[config.mk]
export PLATFORM = sky130hd
export DESIGN_NAME = alu_flat
export DESIGN_NICKNAME = d
export VERILOG_FILES = /design/src/rtl/alu_if.sv /design/src/rtl/alu.sv /design/src/flat_wrapper.sv
export SDC_FILE = /design/constraint.sdc
export NUM_CORES = 1
export LEC_CHECK = 0
export CORE_MARGIN = 8
export CORE_UTILIZATION = 57
export DETAILED_ROUTE_END_ITERATION = 10
export PLACE_DENSITY = 0.84
export SYNTH_ARGS = -nofsm -noshare
export SYNTH_HDL_FRONTEND = slang
export SYNTH_SLANG_ARGS = --single-unit
[constraint.sdc]
create_clock -name clk -period 1.55 [get_ports clk]
set_input_delay 0.155 -clock clk [delete_from_list [all_inputs] [get_ports clk]]
set_output_delay 0.155 -clock clk [all_outputs]
set_load 0.1 [all_outputs]
[src/rtl/alu_if.sv]
// rtl/alu_if.sv - operand/opcode and result/flag bundle for the registered ALU
//
// Purpose: groups the ALU operand inputs and registered result/flag outputs.
// Ports (signals):
//   a, b    WIDTH  operands A and B
//   opcode  3      operation select
//   out     WIDTH  registered result
//   cout    1      registered carry/borrow/shift-out of the current result
//   c_flag  1      sticky carry flag (arithmetic/shift ops only)
//   z_flag  1      registered zero flag
// Modports: master drives operands and observes results; slave is the ALU.
interface alu_if #(
  parameter int WIDTH = 8
);
  logic [WIDTH-1:0] a;
  logic [WIDTH-1:0] b;
  logic [2:0]       opcode;
  logic [WIDTH-1:0] out;
  logic             cout;
  logic             c_flag;
  logic             z_flag;

  modport master (
    output a, b, opcode,
    input  out, cout, c_flag, z_flag
  );

  modport slave (
    input  a, b, opcode,
    output out, cout, c_flag, z_flag
  );
endinterface

[src/rtl/alu.sv]
// rtl/alu.sv - registered 8-bit arithmetic/logic unit with carry and zero flags
//
// Purpose: computes add/sub/and/or/xor/compare/shift-left of the operands and
//   registers the result and flags on the rising clock edge (1-cycle latency).
// Ports:
//   clk     in   1      single clock, rising edge
//   rst     in   1      asynchronous active-high reset
//   bus     slave       alu_if: a, b, opcode in; out, cout, c_flag, z_flag out
module alu #(
  parameter int WIDTH = 8
) (
  input  logic  clk,
  input  logic  rst,
  alu_if.slave  bus
);

  localparam logic [2:0] OP_ADD  = 3'b000;
  localparam logic [2:0] OP_SUB  = 3'b001;
  localparam logic [2:0] OP_AND  = 3'b010;
  localparam logic [2:0] OP_OR   = 3'b011;
  localparam logic [2:0] OP_XOR  = 3'b100;
  localparam logic [2:0] OP_GT   = 3'b101;
  localparam logic [2:0] OP_SHLA = 3'b110;
  localparam logic [2:0] OP_SHLB = 3'b111;

  // One bit wider than the operands: the top bit is the carry, borrow or
  // shifted-out bit, depending on the operation.
  logic [WIDTH:0] res;
  logic           upd_c;

  always_comb begin
    res   = '0;
    upd_c = 1'b0;
    case (bus.opcode)
      OP_ADD: begin
        res   = {1'b0, bus.a} + {1'b0, bus.b};
        upd_c = 1'b1;
      end
      OP_SUB: begin
        // The borrow lands in the top bit because the zero-extended
        // difference wraps exactly when a < b.
        res   = {1'b0, bus.a} - {1'b0, bus.b};
        upd_c = 1'b1;
      end
      OP_AND:  res = {1'b0, bus.a & bus.b};
      OP_OR:   res = {1'b0, bus.a | bus.b};
      OP_XOR:  res = {1'b0, bus.a ^ bus.b};
      OP_GT:   res[0] = (bus.a > bus.b);
      OP_SHLA: begin
        res   = {bus.a, 1'b0};
        upd_c = 1'b1;
      end
      OP_SHLB: begin
        res   = {bus.b, 1'b0};
        upd_c = 1'b1;
      end
      default: begin
        res   = '0;
        upd_c = 1'b0;
      end
    endcase
  end

  always_ff @(posedge clk or posedge rst) begin
    if (rst) begin
      bus.out    <= '0;
      bus.cout   <= 1'b0;
      bus.c_flag <= 1'b0;
      bus.z_flag <= 1'b1;
    end else begin
      bus.out    <= res[WIDTH-1:0];
      bus.cout   <= res[WIDTH];
      bus.z_flag <= (res[WIDTH-1:0] == '0);
      // Logic and compare ops leave the sticky carry untouched.
      if (upd_c) begin
        bus.c_flag <= res[WIDTH];
      end
    end
  end

endmodule

[src/flat_wrapper.sv]
// flat-port wrapper written by rule: the top's interface ports become plain ports
module alu_flat 
#(
  parameter int WIDTH = 8
)
  (clk, rst, bus_a, bus_b, bus_opcode, bus_out, bus_cout, bus_c_flag, bus_z_flag);
  alu_if #(.WIDTH(WIDTH)) bus_i ();
  input  logic clk;
  input  logic rst;
  input wire logic [$bits(bus_i.a)-1:0] bus_a;
  input wire logic [$bits(bus_i.b)-1:0] bus_b;
  input wire logic [$bits(bus_i.opcode)-1:0] bus_opcode;
  output wire logic [$bits(bus_i.out)-1:0] bus_out;
  output wire logic [$bits(bus_i.cout)-1:0] bus_cout;
  output wire logic [$bits(bus_i.c_flag)-1:0] bus_c_flag;
  output wire logic [$bits(bus_i.z_flag)-1:0] bus_z_flag;
  assign bus_i.a = bus_a;
  assign bus_i.b = bus_b;
  assign bus_i.opcode = bus_opcode;
  assign bus_out = bus_i.out;
  assign bus_cout = bus_i.cout;
  assign bus_c_flag = bus_i.c_flag;
  assign bus_z_flag = bus_i.z_flag;
  alu #(.WIDTH(WIDTH)) u_core (.clk(clk), .rst(rst), .bus(bus_i));
endmodule
==> results.toml, run 1 <==
[floorplan]
start_util_pct = 60.95
fp.dieH_um = 70.54
ios = 32
core.rowCount = 19
die_w_um = 70.54

[synth]
synth_cells = 209
yosys_register_bits = 11
synth_warnings = 0
synth_nets = 259
avgSynthCellArea_sq_um = 8.112
netlist_area_sq_mm = 0.001695
ys.flop_type = "dfrtp_1"
yosys-top-cells-area = "ha_1 (20%), dfrtp_1 (15%), inv_1 (6.2%), a21oi_1 (3.5%), mux2i_1 (3.0%)"
synth_top_cell_by_area = "ha_1"
synth_top_area_share_pct = 19.93
async_flop_share_pct = 100.0
seq_area_frac_synth_pct = 16.31
synth_edf_count = 0
synth_cell_types = 51

[run_status]
flow.stopped_at = "detailed placement (3_5_place_dp)"
stop_error = "[ERROR DPL-0038] Utilization greater than 100%, impossible to legalize"
status = "did not finish"

[placed_design]
place_congestion = 0.9622
io_buffer_count = 31
-- cell families after synthesis --
group                      Yosys count  synth area share [%]
AOI/OAI and AO/OA                   70                 29.96
and+or+nand+nor                     49                 15.94
buffers and inverters               41                 9.520
xor gates and xnor gates             2                 1.033
adders and majority gates           29                 22.29
DFF                                 11                 16.31
muxes                                7                 4.945
-- cell usage after synthesis, types with 5 or more instances --
library cell / count
nand3_1: 5
a22oi_1: 5
ha_1: 27
nor2_1: 13
nand2_1: 7
dfrtp_1: 10
a21oi_1: 12
a21o_1: 6
inv_1: 28
o211ai_1: 5
nor2b_1: 5
o21ai_0: 7
clkbuf_1: 9
mux2i_1: 5
-- through the flow --
step	cell area (sq um)	setup WS, ns	hold WS, ns
2_1_floorplan	1877	-0.8140	0.006723
3_3_place_gp	2858	-1.421	0.4524
==> inputs of run 2 (changes only) <==
--- a/config.mk
+++ b/config.mk
@@ -6,9 +6,9 @@
 export NUM_CORES = 1
 export LEC_CHECK = 0
 export CORE_MARGIN = 8
-export CORE_UTILIZATION = 57
+export CORE_UTILIZATION = 40
 export DETAILED_ROUTE_END_ITERATION = 10
-export PLACE_DENSITY = 0.84
+export PLACE_DENSITY_LB_ADDON = 0.15
 export SYNTH_ARGS = -nofsm -noshare
 export SYNTH_HDL_FRONTEND = slang
 export SYNTH_SLANG_ARGS = --single-unit
==> results.toml, run 2 <==
[worst_hold_path]
hp-class = "in2async"

[sta]
skew_ns = 0
fin_tns_setup_ns = -2.595
hold_slack_ns = 0.2272
slew_headroom_pct = 65.14
worst_pin_slew_ns = 0.5190
period_share_pct = 147.4
period_minus_slack_ns = 2.285
clock.fmax_mhz = 437.6
slew_violations = 0
rsz0062_at_grt = "yes"
setup_viol = 9
finalHoldViolCount = 0
fin_ws_ns = -0.7354

[run]
drv_cap = 0

[detailed_routing]
antenna_left = 0
drc = 0
first_pass_iters = 4
finalWirelength_um = 7000
drt-vias-per-instance = 5.779
vias = 2144
initialDrtViolationCount = 141
routedWlPerCell_um = 18.87

[floorplan]
core.rowCount = 23
ios = 32
start_util_pct = 42.08
core_sq_mm = 0.004029
fp.dieH_um = 81.11
die_area_sq_mm = 0.006578
die_w_um = 81.11

[cells_and_area]
fillCellCount = 243
largest-register = "u_core.bus.out"
layout-drive-gt1-share_pct = 59.19
diodes = 0
largest_reg_flops = 8
mostFrequentLayoutCells = "buf_4 (72), buf_6 (24), ha_1 (15)"
syn2layout_area_growth_pct = 99.19
finalNetCount = 372
fin_util_pct = 83.82
final_common_cell = "buf_4"

[run_status]
status = "finished, violations left"
violations = "negative setup slack"

[critical_path]
cpMaxStageDelayCell = "or4_4"
slowest_delay_ns = 0.52
crit_path_cell_trace = "buf_8, inv_4, ha_4, or3_4, or4b_1, a311oi_1, a21oi_1, or4_4, nor4_4"
path_buf_inv = 2
critPathCaptureType = "flop"
cp.arrival_ns = 2.44
cp_top_family = "simple AND/OR/NAND/NOR gates"
worstSetupPathType = "in2reg"
critPathMaxFanout = 2
required_ns = 1.71
start_kind = "input port"

[synth]
synth_top_cell_by_area = "ha_1"
synth_cells = 209
yosys-top-cells-area = "ha_1 (20%), dfrtp_1 (15%), inv_1 (6.2%), a21oi_1 (3.5%), mux2i_1 (3.0%)"
ys.flop_type = "dfrtp_1"
synth_top_area_share_pct = 19.93
seq_area_frac_synth_pct = 16.31
avgSynthCellArea_sq_um = 8.112
synth_warnings = 0
yosys_register_bits = 11
synth_nets = 259
yosys-top-cells-count = "inv_1 (28), ha_1 (27), nor2_1 (13), a21oi_1 (12), dfrtp_1 (10)"
async_flop_share_pct = 100.0
netlist_area_sq_mm = 0.001695
synth_edf_count = 0
synth_cell_types = 51
yosysMostFrequentCell = "inv_1"

[grt]
grt_antenna_before_repair = 0
grt_max_degree = 13
grt_pass1_vias = 2233
grt_pass1_wl_um = 10520
overflow = 0
grtUsageTotal_pct = 20.28

[clock_tree]
h-tree-depth = 1
clk_latency_ns = 0.24
clockBufferDepth = 2
cts.sinks = 11
clk_pin_slew_worst_paths_ns = 0.05
numCtsBuffers = 3
tritoncts = "done"
root_buffer = "clkbuf_8"

[power]
internal-power_uw = 1199
power_leakage_uw = 0.001557
swShare_pct = 44.60
clkPwrFrac_pct = 13.9
p_comb_share_pct = 69.4
pwr_density_cell_mw_per_mm2 = 640.8
irDropWorstVdd_mv = 0.3852
switchingPower_uw = 965.0
p_seq_share_pct = 16.7

[placed_design]
place_congestion = 0.8991
dp_hpwl_um = 4713
io_buffer_count = 31
## run 2: cell counts after synthesis
No cell type changed its count.
## run 2: worst reg2reg max path, cell delays in order (launching register included)
cell      delay, ns
dfrtp_1        0.41
o21ai_0        0.13
nand2b_1       0.09
## run 2: per-stage QoR
stage	total power (uW)	setup WS, ns	cells	area, sq um
after floorplan	1043	-0.8140	209	1877
after global placement	1580	-1.425	354	2851
after detailed placement	1597	-1.518	354	2851
after CTS	2070	-0.7931	368	3279
after global routing	2254	-0.7711	371	3377
final	2164	-0.7354	371	3377
## run 2: power by group through the flow
stage | logic, uW | registers [uW] | clock network (uW)
floorplan | 412 | 631 | 0
global placement | 1220 | 365 | 0
detailed placement | 1230 | 366 | 0
CTS | 1410 | 362 | 296
global route | 1570 | 364 | 317
finish | 1500 | 362 | 300
## run 2: logic make-up after synthesis
| family | after synthesis | synth area share (%) |
|---|---|---|
| compound gates | 70 | 29.96 |
| simple gates | 49 | 15.94 |
| buf+inv | 41 | 9.520 |
| fa+ha+maj | 29 | 22.29 |
| flops | 11 | 16.31 |
| mux | 7 | 4.945 |
| xor+xnor | 2 | 1.033 |
## run 2: worst paths after layout
check | to | cells after the start | start | slack, ns
hold / removal | u_core.bus.out[0] | 2 | rst | 0.23
max in group asynchronous | u_core.bus.z_flag | 2 | rst | 1.00
hold reg to reg | u_core.bus.c_flag | 2 | u_core.bus.c_flag | 0.66
min in group clk | u_core.bus.out[1] | 3 | bus_opcode[0] | 0.41
setup reg to reg | u_core.bus.c_flag | 2 | u_core.bus.c_flag | 0.79
setup / recovery | u_core.bus.z_flag | 9 | bus_b[6] | -0.74
## run 2: layer usage
metal	track usage, %	share of wire, %	vias to the layer above	wire, um
li1	-	-	988	-
met1	21.21	37	1017	2616
met2	39.53	53	99	3706
met3	1.766	4.3	40	301
met4	9.464	5.4	0	375
met5	0	0	-	0
## run 2: cell type report
class | count | area [sq um] | area share [%]
Multi-Input combinational cell | 157 | 1657 | 49.06
Timing Repair Buffer | 121 | 1171 | 34.68
Sequential cell | 11 | 276.5 | 8.188
Inverter | 28 | 165.2 | 4.891
Tap cell | 50 | 62.56 | 1.853
Clock buffer | 4 | 45.04 | 1.334
## run 2: repair_timing
item | CTS | global route
gates cloned | 0 | 0
endpoints found under the setup margin | 11 | 10
buffers inserted | 16 | 9
pin swaps | 34 | 24
hold buffers | 0 | 0
gates resized for setup | 155 | 29
Power figures use the tool's default switching activity.
==> inputs of run 3 (changes only) <==
--- a/config.mk
+++ b/config.mk
@@ -5,10 +5,11 @@
 export SDC_FILE = /design/constraint.sdc
 export NUM_CORES = 1
 export LEC_CHECK = 0
-export CORE_MARGIN = 8
+export CORE_MARGIN = 2
 export CORE_UTILIZATION = 40
 export DETAILED_ROUTE_END_ITERATION = 10
-export PLACE_DENSITY_LB_ADDON = 0.15
+export PLACE_DENSITY = 0.73
+export SLEW_MARGIN = 10
 export SYNTH_ARGS = -nofsm -noshare
 export SYNTH_HDL_FRONTEND = slang
 export SYNTH_SLANG_ARGS = --single-unit
==> results.toml, run 3 (synthesis gave the netlist of run 2 again) <==
[grt]
grt_antenna_before_repair = 0
overflow = 0
grt_max_degree = 15
grtUsageTotal_pct = 29.78
grt_pass1_vias = 2395
grt_pass1_wl_um = 11590

[cells_and_area]
layout-drive-gt1-share_pct = 60.73
diodes = 0
syn2layout_area_growth_pct = 102.3
largest_reg_flops = 8
fillCellCount = 192
largest-register = "u_core.bus.out"
finalNetCount = 382
final_common_cell = "buf_4"
mostFrequentLayoutCells = "buf_4 (84), buf_6 (20), ha_1 (14)"

[detailed_routing]
drt-vias-per-instance = 5.963
first_pass_iters = 7
initialDrtViolationCount = 160
finalWirelength_um = 7677
routedWlPerCell_um = 20.15
drc = 0
vias = 2272
antenna_left = 0

[floorplan]
ios = 32
fp.dieH_um = 69.11
core_sq_mm = 0.004029
start_util_pct = 42.08
die_w_um = 69.11
core.rowCount = 23
die_area_sq_mm = 0.004776

[placed_design]
pre_cts_slack_ns = -1.497
io_buffer_count = 31
place_congestion = 0.8910
dp_hpwl_um = 4628

[clock_tree]
tritoncts = "done"
h-tree-depth = 1
root_buffer = "clkbuf_8"
clk_pin_slew_worst_paths_ns = 0.05
clk_latency_ns = 0.24
clockBufferDepth = 2
cts.sinks = 11
numCtsBuffers = 3
cts_hold_buf = 0

[sta]
skew_ns = 0
period_share_pct = 146.2
setup_viol = 10
clock.fmax_mhz = 441.3
slew_violations = 0
finalHoldViolCount = 0
period_minus_slack_ns = 2.266
rsz0062_at_grt = "yes"
slew_headroom_pct = 65.36
fin_ws_ns = -0.7159
worst_pin_slew_ns = 0.5156

[power]
pwr_density_cell_mw_per_mm2 = 641.1
p_total_uw = 2199
power_leakage_uw = 0.001598
irDropWorstVdd_mv = 0.2773

[critical_path]
r2r_slack_ns = 0.87
cp_top_family = "simple AND/OR/NAND/NOR gates"
critPathMaxFanout = 3
start_kind = "input port"
slowest_delay_ns = 0.55
worstSetupPathType = "in2reg"
cpMaxStageDelayCell = "or4_4"
crit_path_cell_trace = "buf_12, buf_4, ha_4, fa_2, nand3_1, nand2_2, a221o_1, a21o_1, or4_4, nor4_4"
critPathCaptureType = "flop"
cp.arrival_ns = 2.42
path_buf_inv = 2
required_ns = 1.70

[run]
drv_cap = 0

[run_status]
status = "finished, violations left"
violations = "negative setup slack"

[worst_hold_path]
hp-class = "in2async"
[run 3: through the flow]
stage / hold WS [ns] / instance area [sq um] / util [%] / TNS, ns / instances
after CTS: 0.2157 / 3376 / 83.79 / -2.622 / 379
after global routing: 0.2518 / 3430 / 85.12 / -3.106 / 381
final: 0.1972 / 3430 / 85.12 / -2.745 / 381
after floorplan: 0.006723 / 1877 / - / -1.427 / 209
after global placement: 0.4539 / 2874 / 71.34 / -9.775 / 357
after detailed placement: 0.4724 / 2874 / 71.34 / -10.33 / 357
[run 3: layer usage]
metal  GRT usage [%]  up-vias  routed length, um
met5               0        -                  0
met4           16.34        0                489
met3           2.924       50                472
met2           56.20      126               4064
met1           32.04     1089               2649
li1                -     1007                  -
[run 3: worst paths after layout]
path / end / cells after the start / from
min reg2reg: u_core.bus.c_flag / 2 / u_core.bus.c_flag
max in group asynchronous: u_core.bus.z_flag / 2 / rst
min in group clk: u_core.bus.out[1] / 4 / bus_b[0]
max: u_core.bus.z_flag / 10 / bus_a[0]
max reg2reg: u_core.bus.c_flag / 2 / u_core.bus.c_flag
min: u_core.bus.c_flag / 2 / rst
[run 3: report_power, final]
| part | switching, uW | internal (uW) |
|---|---|---|
| sequential | 33.3 | 328 |
| combinational | 837 | 708 |
| clock | 112 | 181 |
| total | 982 | 1220 |
[run 3: area by class of cell]
class	count	area, sq um	area share [%]
sequential	11	276.5	8.063
timing repair buffer	131	1237	36.08
tap	50	62.56	1.824
multi-input combinational	157	1645	47.98
clock buffer	4	45.04	1.313
inverter	28	162.7	4.743
[run 3: what timing repair did]
action                                  in CTS  in global routing
pin swaps                                   31                 17
setup buffers                               22                  7
endpoints found under the setup margin      11                 11
gates resized for setup                    154                 19
cloned                                       0                  0
==> inputs of run 4 (changes only) <==
--- a/config.mk
+++ b/config.mk
@@ -5,7 +5,6 @@
 export SDC_FILE = /design/constraint.sdc
 export NUM_CORES = 1
 export LEC_CHECK = 0
-export CORE_MARGIN = 2
 export CORE_UTILIZATION = 40
 export DETAILED_ROUTE_END_ITERATION = 10
 export PLACE_DENSITY = 0.73
==> results.toml, run 4 (synthesis gave the netlist of run 2 again) <==
[power]
p_total_uw = 2149
pwr_density_cell_mw_per_mm2 = 631.2
irDropWorstVdd_mv = 0.3335
power_leakage_uw = 0.001583

[cells_and_area]
fillCellCount = 215
finalNetCount = 377
mostFrequentLayoutCells = "buf_4 (80), buf_6 (16), ha_1 (14)"
multi_input_area_sq_mm = 0.001657
diodes = 0
largest_reg_flops = 8
final_cell_area_sq_mm = 0.003405
seq_area_sq_um = 276.5
final_common_cell = "buf_4"
syn2layout_area_growth_pct = 100.8
layout-drive-gt1-share_pct = 60.12
fin_util_pct = 84.50
largest-register = "u_core.bus.out"

[detailed_routing]
vias = 2152
routedWlPerCell_um = 17.50
first_pass_iters = 4
wl_met3_um = 262
antenna_left = 0
finalWirelength_um = 6579
top_layer = "met4"
initialDrtViolationCount = 91
met1_length_um = 2408
wl_met2_um = 3688
drt-vias-per-instance = 5.723
drc = 0

[placed_design]
io_buffer_count = 31
pre_cts_slack_ns = -1.481
dp_hpwl_um = 4588
dpl_cell_area_sq_mm = 0.002859
place_congestion = 0.9759

[clock_tree]
root_buffer = "clkbuf_8"
clk_latency_ns = 0.23
clockBufferDepth = 2
cts.sinks = 11
h-tree-depth = 1
cts_hold_buf = 0
numCtsBuffers = 3
tritoncts = "done"
clk_pin_slew_worst_paths_ns = 0.05

[run_status]
violations = "negative setup slack"
status = "finished, violations left"

[run]
drv_cap = 0

[critical_path]
path_buf_inv = 2
crit_path_cell_trace = "buf_8, inv_4, ha_4, or3_4, or4b_4, a311oi_2, a21oi_2, or4_4, nor4_4"
slowest_delay_ns = 0.53
cp_top_family = "simple AND/OR/NAND/NOR gates"
critPathCaptureType = "flop"
cpMaxStageDelayCell = "or4b_4"
critPathMaxFanout = 2
start_kind = "input port"
required_ns = 1.70
worstSetupPathType = "in2reg"
cp.arrival_ns = 2.46

[worst_hold_path]
hp-class = "in2async"

[grt]
grt_antenna_before_repair = 0
grt_max_degree = 15
overflow = 0
grtUsageTotal_pct = 30.92
grt_pass1_vias = 2254
grt_pass1_wl_um = 10490

[sta]
slew_violations = 0
slew_headroom_pct = 69.00
fin_ws_ns = -0.7661
period_minus_slack_ns = 2.316
period_share_pct = 149.4
clock.fmax_mhz = 431.8
rsz0062_at_grt = "yes"
setup_viol = 8
finalHoldViolCount = 0
skew_ns = 0
worst_pin_slew_ns = 0.4615
fin_tns_setup_ns = -2.149

[floorplan]
start_util_pct = 42.08
die_area_sq_mm = 0.004503
die_w_um = 67.11
core.rowCount = 23
ios = 32
core_sq_mm = 0.004029
fp.dieH_um = 67.11
-- run 4: power by group --
part           internal, uW  leakage (uW)  total [uW]  switching, uW
sequential              328      0.000131         362           34.4
combinational           704       0.00143        1510            808
clock                   179     0.0000228         275           95.0
-- run 4: layout make-up --
| class | instances | area share [%] |
|---|---|---|
| clock buffers | 4 | 1.323 |
| inverters | 28 | 4.631 |
| repair buffers | 126 | 35.43 |
| multi-input cells | 157 | 48.66 |
| well taps | 50 | 1.838 |
| flip-flops and latches | 11 | 8.122 |
-- run 4: final timing paths --
path / start / slack [ns] / to / cells past startpoint
worst min register to register: u_core.bus.c_flag / 0.60 / u_core.bus.c_flag / 2
worst min-delay path: rst / 0.21 / u_core.bus.out[0] / 2
worst max register to register: u_core.bus.c_flag / 0.86 / u_core.bus.c_flag / 2
min in group clk: bus_b[7] / 0.37 / u_core.bus.cout / 4
max in group asynchronous: rst / 1.03 / u_core.bus.z_flag / 2
worst max-delay path: bus_a[5] / -0.77 / u_core.bus.z_flag / 9
-- run 4: timing repair --
item,CTS,global route
cloned,1,0
buffers inserted,15,5
gates resized for setup,145,23
setup endpoints to repair,11,10
pin swaps,32,6
-- run 4: worst register-to-register path, stage by stage, from the launching register on --
cell	delay, ns
dfrtp_1	0.41
o21ai_0	0.09
nand2b_1	0.08
-- run 4: layer usage --
metal / up-vias / GRT usage [%]
li1: 999 / -
met3: 26 / 3.425
met2: 84 / 60.00
met5: - / 0
met4: 0 / 15.96
met1: 1043 / 31.84
-- run 4: per-stage QoR --
step / std cells / hold slack (ns)
6_report: 376 / 0.2087
5_1_grt: 376 / 0.2340
4_1_cts: 374 / 0.2218
3_5_place_dp: 355 / 0.4564
3_3_place_gp: 355 / 0.4532
2_1_floorplan: 209 / 0.006723
